File: src/rtl/md_pkg.sv
// Shared definitions for the HI/LO multiply/divide unit: FSM state encoding,
// divider iteration count and bit positions inside the decoded control pairs.
package md_pkg;

   typedef enum logic [1:0] {
      ST_IDLE = 2'd0,
      ST_MUL  = 2'd1,
      ST_DIV  = 2'd2,
      ST_FIX  = 2'd3
   } md_state_t;

   localparam int DIV_ITER = 32;

   // MULT/DIV pairs: [1]=unsigned variant, [0]=signed variant
   localparam int OP_UNS = 1;
   localparam int OP_SGN = 0;

   // MFHL/MTHL pairs: [1]=HI, [0]=LO
   localparam int SEL_HI = 1;
   localparam int SEL_LO = 0;

endpackage

File: src/rtl/div_radix2_core.sv
// Iterative restoring radix-2 divider: latches magnitudes and result signs on
// start, runs ITER shift/subtract steps, then presents the sign-fixed result.
module div_radix2_core
   import md_pkg::*;
#(
   parameter int DATA_W = 32,
   parameter int ITER   = DIV_ITER
) (
   input  logic              clk,
   input  logic              resetn,
   input  logic              start,
   input  logic              is_unsigned,
   input  logic [DATA_W-1:0] dividend,
   input  logic [DATA_W-1:0] divisor,
   output logic              last_step,
   output logic              done,
   output logic [DATA_W-1:0] quotient,
   output logic [DATA_W-1:0] remainder
);

   localparam int CW = (ITER > 1) ? $clog2(ITER) : 1;

   logic              run;
   logic              fix;
   logic [CW-1:0]     cnt;
   logic [DATA_W-1:0] rem;
   logic [DATA_W-1:0] quo;
   logic [DATA_W-1:0] dvs;
   logic              q_neg;
   logic              r_neg;

   logic              neg_a;
   logic              neg_b;
   logic [DATA_W-1:0] abs_a;
   logic [DATA_W-1:0] abs_b;
   logic [DATA_W:0]   rem_sh;
   logic [DATA_W:0]   trial;

   assign neg_a = ~is_unsigned & dividend[DATA_W-1];
   assign neg_b = ~is_unsigned & divisor[DATA_W-1];
   // The most negative value maps onto itself, which is its correct unsigned magnitude.
   assign abs_a = neg_a ? (DATA_W'(0) - dividend) : dividend;
   assign abs_b = neg_b ? (DATA_W'(0) - divisor)  : divisor;

   // Dividend bits shift out of quo's MSB while quotient bits shift in at its LSB.
   assign rem_sh = {rem, quo[DATA_W-1]};
   assign trial  = rem_sh - {1'b0, dvs};

   always_ff @(posedge clk or negedge resetn) begin
      if (!resetn) begin
         run   <= 1'b0;
         fix   <= 1'b0;
         cnt   <= '0;
         rem   <= '0;
         quo   <= '0;
         dvs   <= '0;
         q_neg <= 1'b0;
         r_neg <= 1'b0;
      end else if (start) begin
         run   <= 1'b1;
         fix   <= 1'b0;
         cnt   <= CW'(ITER - 1);
         rem   <= '0;
         quo   <= abs_a;
         dvs   <= abs_b;
         q_neg <= neg_a ^ neg_b;
         r_neg <= neg_a;
      end else if (run) begin
         if (!trial[DATA_W]) begin
            rem <= trial[DATA_W-1:0];
            quo <= {quo[DATA_W-2:0], 1'b1};
         end else begin
            rem <= rem_sh[DATA_W-1:0];
            quo <= {quo[DATA_W-2:0], 1'b0};
         end
         if (cnt == '0) begin
            run <= 1'b0;
            fix <= 1'b1;
         end else begin
            cnt <= cnt - CW'(1);
         end
      end else if (fix) begin
         fix <= 1'b0;
      end
   end

   assign last_step = run & (cnt == '0);
   assign done      = fix;
   assign quotient  = q_neg ? (DATA_W'(0) - quo) : quo;
   assign remainder = r_neg ? (DATA_W'(0) - rem) : rem;

endmodule

File: src/rtl/hilo_md_unit.sv
// EX-stage HI/LO responder: multi-cycle MULT(U)/DIV(U), MTHI/MTLO writes,
// MFHI/MFLO reads and the pipeline hold for HI/LO instructions while busy.
//
// state   | meaning
// IDLE    | ready; accepts MULT/DIV/MT/MF from EX
// MUL     | product counting down MUL_LAT cycles, written at terminal count
// DIV     | divider core stepping one quotient bit per cycle
// FIX     | divider sign fix; HI=remainder, LO=quotient written on exit
module hilo_md_unit
   import md_pkg::*;
#(
   parameter int DATA_W  = 32,
   parameter int MUL_LAT = 2
) (
   input  logic              clk,
   input  logic              resetn,
   input  logic              issue_valid,
   input  logic              flush,
   input  logic [1:0]        MULT,
   input  logic [1:0]        DIV,
   input  logic [1:0]        MFHL,
   input  logic [1:0]        MTHL,
   input  logic [DATA_W-1:0] src_a,
   input  logic [DATA_W-1:0] src_b,
   output logic              md_stall,
   output logic              busy,
   output logic [DATA_W-1:0] hilo_rdata,
   output logic [DATA_W-1:0] hi_q,
   output logic [DATA_W-1:0] lo_q
);

   localparam int CW = (MUL_LAT > 1) ? $clog2(MUL_LAT) : 1;

   md_state_t           state;
   md_state_t           state_nx;

   logic [DATA_W-1:0]   hi;
   logic [DATA_W-1:0]   lo;
   logic [DATA_W-1:0]   mul_a;
   logic [DATA_W-1:0]   mul_b;
   logic                mul_sgn;
   logic [CW-1:0]       mul_cnt;
   logic [2*DATA_W-1:0] mul_ext_a;
   logic [2*DATA_W-1:0] mul_ext_b;
   logic [2*DATA_W-1:0] product;

   logic                accept;
   logic                op_div;
   logic                op_mult;
   logic                op_mt;
   logic                div_start;
   logic                div_last;
   logic                div_done;
   logic [DATA_W-1:0]   div_quo;
   logic [DATA_W-1:0]   div_rem;

   assign accept    = issue_valid & ~flush & (state == ST_IDLE);
   // Illegal multi-hot decode resolves DIV > MULT > MTHL > MFHL.
   assign op_div    = |DIV;
   assign op_mult   = ~op_div & (|MULT);
   assign op_mt     = ~op_div & ~(|MULT) & (|MTHL);
   assign div_start = accept & op_div & (src_b != '0);

   assign mul_ext_a = mul_sgn ? {{DATA_W{mul_a[DATA_W-1]}}, mul_a} : {{DATA_W{1'b0}}, mul_a};
   assign mul_ext_b = mul_sgn ? {{DATA_W{mul_b[DATA_W-1]}}, mul_b} : {{DATA_W{1'b0}}, mul_b};
   assign product   = mul_ext_a * mul_ext_b;

   div_radix2_core #(
      .DATA_W (DATA_W),
      .ITER   (DATA_W)
   ) u_div (
      .clk         (clk),
      .resetn      (resetn),
      .start       (div_start),
      .is_unsigned (~DIV[OP_SGN]),
      .dividend    (src_a),
      .divisor     (src_b),
      .last_step   (div_last),
      .done        (div_done),
      .quotient    (div_quo),
      .remainder   (div_rem)
   );

   always_ff @(posedge clk or negedge resetn) begin
      if (!resetn) begin
         state <= ST_IDLE;
      end else begin
         state <= state_nx;
      end
   end

   always_comb begin
      state_nx = state;
      case (state)
         ST_IDLE: begin
            if (div_start) begin
               state_nx = ST_DIV;
            end else if (accept && op_mult) begin
               state_nx = ST_MUL;
            end
         end
         ST_MUL: begin
            if (mul_cnt == '0) begin
               state_nx = ST_IDLE;
            end
         end
         ST_DIV: begin
            if (div_last) begin
               state_nx = ST_FIX;
            end
         end
         ST_FIX: begin
            if (div_done) begin
               state_nx = ST_IDLE;
            end
         end
         default: state_nx = ST_IDLE;
      endcase
   end

   always_ff @(posedge clk or negedge resetn) begin
      if (!resetn) begin
         hi      <= '0;
         lo      <= '0;
         mul_a   <= '0;
         mul_b   <= '0;
         mul_sgn <= 1'b0;
         mul_cnt <= '0;
      end else begin
         case (state)
            ST_IDLE: begin
               if (accept && op_mult) begin
                  mul_a   <= src_a;
                  mul_b   <= src_b;
                  mul_sgn <= MULT[OP_SGN];
                  mul_cnt <= CW'(MUL_LAT - 1);
               end else if (accept && op_mt) begin
                  if (MTHL[SEL_LO]) begin
                     lo <= src_a;
                  end else begin
                     hi <= src_a;
                  end
               end
            end
            ST_MUL: begin
               if (mul_cnt == '0) begin
                  {hi, lo} <= product;
               end else begin
                  mul_cnt <= mul_cnt - CW'(1);
               end
            end
            ST_FIX: begin
               if (div_done) begin
                  hi <= div_rem;
                  lo <= div_quo;
               end
            end
            default: ;
         endcase
      end
   end

   always_comb begin
      busy       = (state != ST_IDLE);
      // A flushed instruction is dropped anyway, so it is never held.
      md_stall   = busy & issue_valid & ~flush & (|{MULT, DIV, MFHL, MTHL});
      hilo_rdata = (MFHL[SEL_HI] & ~MFHL[SEL_LO]) ? hi : lo;
      hi_q       = hi;
      lo_q       = lo;
   end

endmodule
File: config.mk
export PLATFORM = sky130hd
export DESIGN_NAME = hilo_md_unit
export DESIGN_NICKNAME = d
export VERILOG_FILES = /design/src/rtl/md_pkg.sv /design/src/rtl/div_radix2_core.sv /design/src/rtl/hilo_md_unit.sv
export SDC_FILE = /design/constraint.sdc
export NUM_CORES = 2
export LEC_CHECK = 0
export ABC_CLOCK_PERIOD_IN_PS = 10450
export CAP_MARGIN = 20
export CORE_MARGIN = 8
export CORE_UTILIZATION = 40
export DETAILED_ROUTE_END_ITERATION = 16
export PLACE_DENSITY = 0.62
export SLEW_MARGIN = 15
export SYNTH_ARGS = -nofsm -noshare
export SYNTH_HDL_FRONTEND = slang
export SYNTH_HIERARCHICAL = 1
export SYNTH_SLANG_ARGS = --single-unit
File: constraint.sdc
create_clock -name clk -period 10.45 [get_ports clk]
set_input_delay 1.5675 -clock clk [delete_from_list [all_inputs] [get_ports clk]]
set_output_delay 1.5675 -clock clk [all_outputs]
set_load 0.02 [all_outputs]
==> results by group <==
Timing
  – Final Cycle Share: 93.60%
  – Least-Margin Pin Slew: 1.184 ns
  – Max-slew headroom: 21.06%
  – Setup TNS: 0 ns
  – Final Setup Violations: 0
  – Final Max Tran Viols: 0
  – Fmax: 102.2 MHz
  – RSZ-0062 raised after global routing: false
  – Min Clock Period, post-route: 9.781 ns
  – Fin. Hold Viols: 0
  – Final setup skew: 0.01784 ns

Run
  – Max-Cap Viols: 0

Clock tree
  – CTS Root Cell: clkbuf_16
  – Hold Buf Count CTS: 0
  – Clk Latency, worst-skew pair: 0.60 ns
  – Clock transition at path regs: 0.07 ns
  – CTS-repair resized insts: 0
  – TritonCTS Sinks: 237
  – Post-CTS Setup Bufs: 0
  – CTS Buffer Depth: 3
  – TritonCTS buffer count: 29
  – H-tree depth: 1
  – CTS tree: built

Setup path
  – CP Launch Type: register
  – CP most frequent cell: fa_1
  – Worst Setup End Kind: register
  – Max stage delay on crit path: 0.97 ns
  – Critical-path maximum fanout: 19
  – Worst EP arrival: 10.23 ns
  – Critical path's top delay family: adder cells
  – Worst path slowest cell: dfrtp_1
  – Buffer and inverter count on the worst path: 8
  – CP Class: reg2reg
  – CP required: 10.90 ns

Die
  – Core ar.: 158200 sq um
  – Die area: 172000 sq um
  – FP Rows: 146
  – Initial Util: 40.19%
  – Chip width: 414.7 microns
  – I/O pins: 174
  – Die height: 414.7 microns

Detailed routing
  – DRC: 0
  – Final ANT Viol Nets: 0
  – Pre-antenna DRT Iters: 6
  – First DRT Iteration DRCs: 3597
  – Final wirelength: 203.1 mm
  – Vias per cell: 5.292
  – Wire per inst: 22.72 microns
  – Vias: 47295

Synth
  – Post-synthesis cell type count: 96
  – Top cell type's share of synthesized area: 44.71%
  – Ys Warns: 6
  – Synth Instances: 6862
  – Mean Syn Cell Area: 9.265 sq um
  – Number of flops mapped to enable cells by yosys: 0
  – Mapped cell area: 63580 sq um
  – #FFs+latches synth: 237
  – Net count after synthesis: 8704
  – Main synth FF type: dfrtp_1
  – Post-synth ARST share: 100.0%
  – Synth area leaders: fa_1 (45%), inv_1 (9.4%), dfrtp_1 (9.3%), ha_1 (6.8%), and2_1 (5.8%)
  – Seq/Total Area, Yosys: 9.328%
  – Largest area contributor in the netlist: fa_1

Global routing
  – GRT overflow: 0
  – GRT Resource Usage Total: 23.61%
  – Vias in the first global route: 51291
  – Initial antenna violation count: 10
  – Largest net degree at the start of global routing: 110
  – First-pass GRT wire length: 316.3 mm

Placement
  – Post-DP HPWL: 168.9 mm
  – RD Place Congestion: 0.9372
  – IO Port Bufs: 173

Layout
  – # nets final: 8675
  – Layout cells sized above 1: 4.930%
  – Area Growth Syn to Fin: 7.978%
  – FILL cells: 15426

Run status
  – Outcome: completed

Hold path
  – Hold/Removal Path Class: reg2reg
==> metal layers <==
layer	track usage (%)	up-vias	routed length, microns
li1	-	20546	-
met1	30.88	24701	83260
met4	9.125	4	10180
met2	40.44	1639	98400
met3	2.483	405	11200
met5	0	-	28
==> flip-flops by register name, summed over array words and instances (netlist names), 2 cells and up <==
register	count
mul_b	32
hi_q	32
u_div/dvs	32
mul_a	32
u_div/cnt	5
lo_q	32
u_div/quo	32
state	2
u_div/rem	32
==> worst paths after layout <==
path / end / slack, ns / startpoint / depth (start not counted)
worst max-delay path: hi_q[30] / 0.67 / mul_b[13] / 30
worst min-delay path: mul_cnt / 0.50 / mul_cnt / 2
worst max register to register: hi_q[30] / 0.67 / mul_b[13] / 30
worst min register to register: mul_cnt / 0.50 / mul_cnt / 2
max in group asynchronous: state[0] / 7.68 / resetn / 2
min in group asynchronous: u_div/rem[26] / 1.02 / resetn / 1
==> cells in the mapped netlist (29+ instances only) <==
master    count
nor3_1       37
o31ai_1      37
mux2i_1      54
clkbuf_1    325
o211ai_1     33
nand3_1      39
dfrtp_1     237
o21ai_0     176
a21oi_1     182
nor2_1      182
nand2b_1     29
a211oi_1     29
nand2_1     736
ha_1        346
inv_1      1600
fa_1       1420
xor2_1       54
xnor2_1     212
a21o_1       53
and2_1      592
mux2_2      101
and3_1       31
==> worst min-delay path: stages (launching register included) <==
cell and delay [ns]:
dfrtp_1 0.35, nand2_1 0.06, nand2_1 0.06
==> layout by cell type, fill, tap and decap left out, types with 54 or more instances in the layout <==
cell	netlist	final
xor2_1	54	54
fa_1	1420	1420
clkdlybuf4s50_1	0	172
o21ai_0	176	175
ha_1	346	346
inv_1	1600	1600
xnor2_1	212	212
nand2_1	736	735
dfrtp_1	237	226
a21oi_1	182	181
and2_1	592	592
buf_4	3	116
nor2_1	182	182
mux2i_1	54	54
mux2_2	101	101
==> cell families (layout without fill, tap and decap cells) <==
logic type | Yosys count | after routing | share of synthesized area, %
other cells | 0 | 9 | 0
xor+xnor | 268 | 268 | 3.715
buf+inv | 1956 | 1950 | 11.58
fa+ha+maj | 1770 | 1770 | 51.58
flops | 237 | 237 | 9.328
mux | 155 | 155 | 2.639
simple gates | 1776 | 1776 | 13.95
compound gates | 700 | 700 | 7.203
==> final cells by class <==
cell class | count | area (sq um) | share of cell area (%)
clock buffer | 41 | 820.8 | 1.196
inverter | 1600 | 6006 | 8.748
clock inverter | 13 | 187.7 | 0.2734
antenna | 9 | 22.52 | 0.03281
timing repair buffer | 296 | 2733 | 3.980
sequential | 237 | 5947 | 8.662
tap | 2072 | 2592 | 3.776
multi-input combinational | 4669 | 50340 | 73.33
==> stage by stage <==
step                      util, %  instance area, sq um  instances  hold slack, ns  setup slack, ns
after global routing        43.39                 68640       8932          0.5405           0.2968
after CTS                   43.37                 68610       8927          0.5029           0.7301
after global placement      42.71                 67570       8871          0.4771           0.7125
after detailed placement    42.73                 67600       8873          0.4882           0.8002
final                       43.40                 68650       8937          0.4993           0.6688
after floorplan                 -                 63580       6862          0.4607            1.301
Power is not shown: default switching activity piles up to over one toggle a cycle in this logic, so the estimate is an artifact.
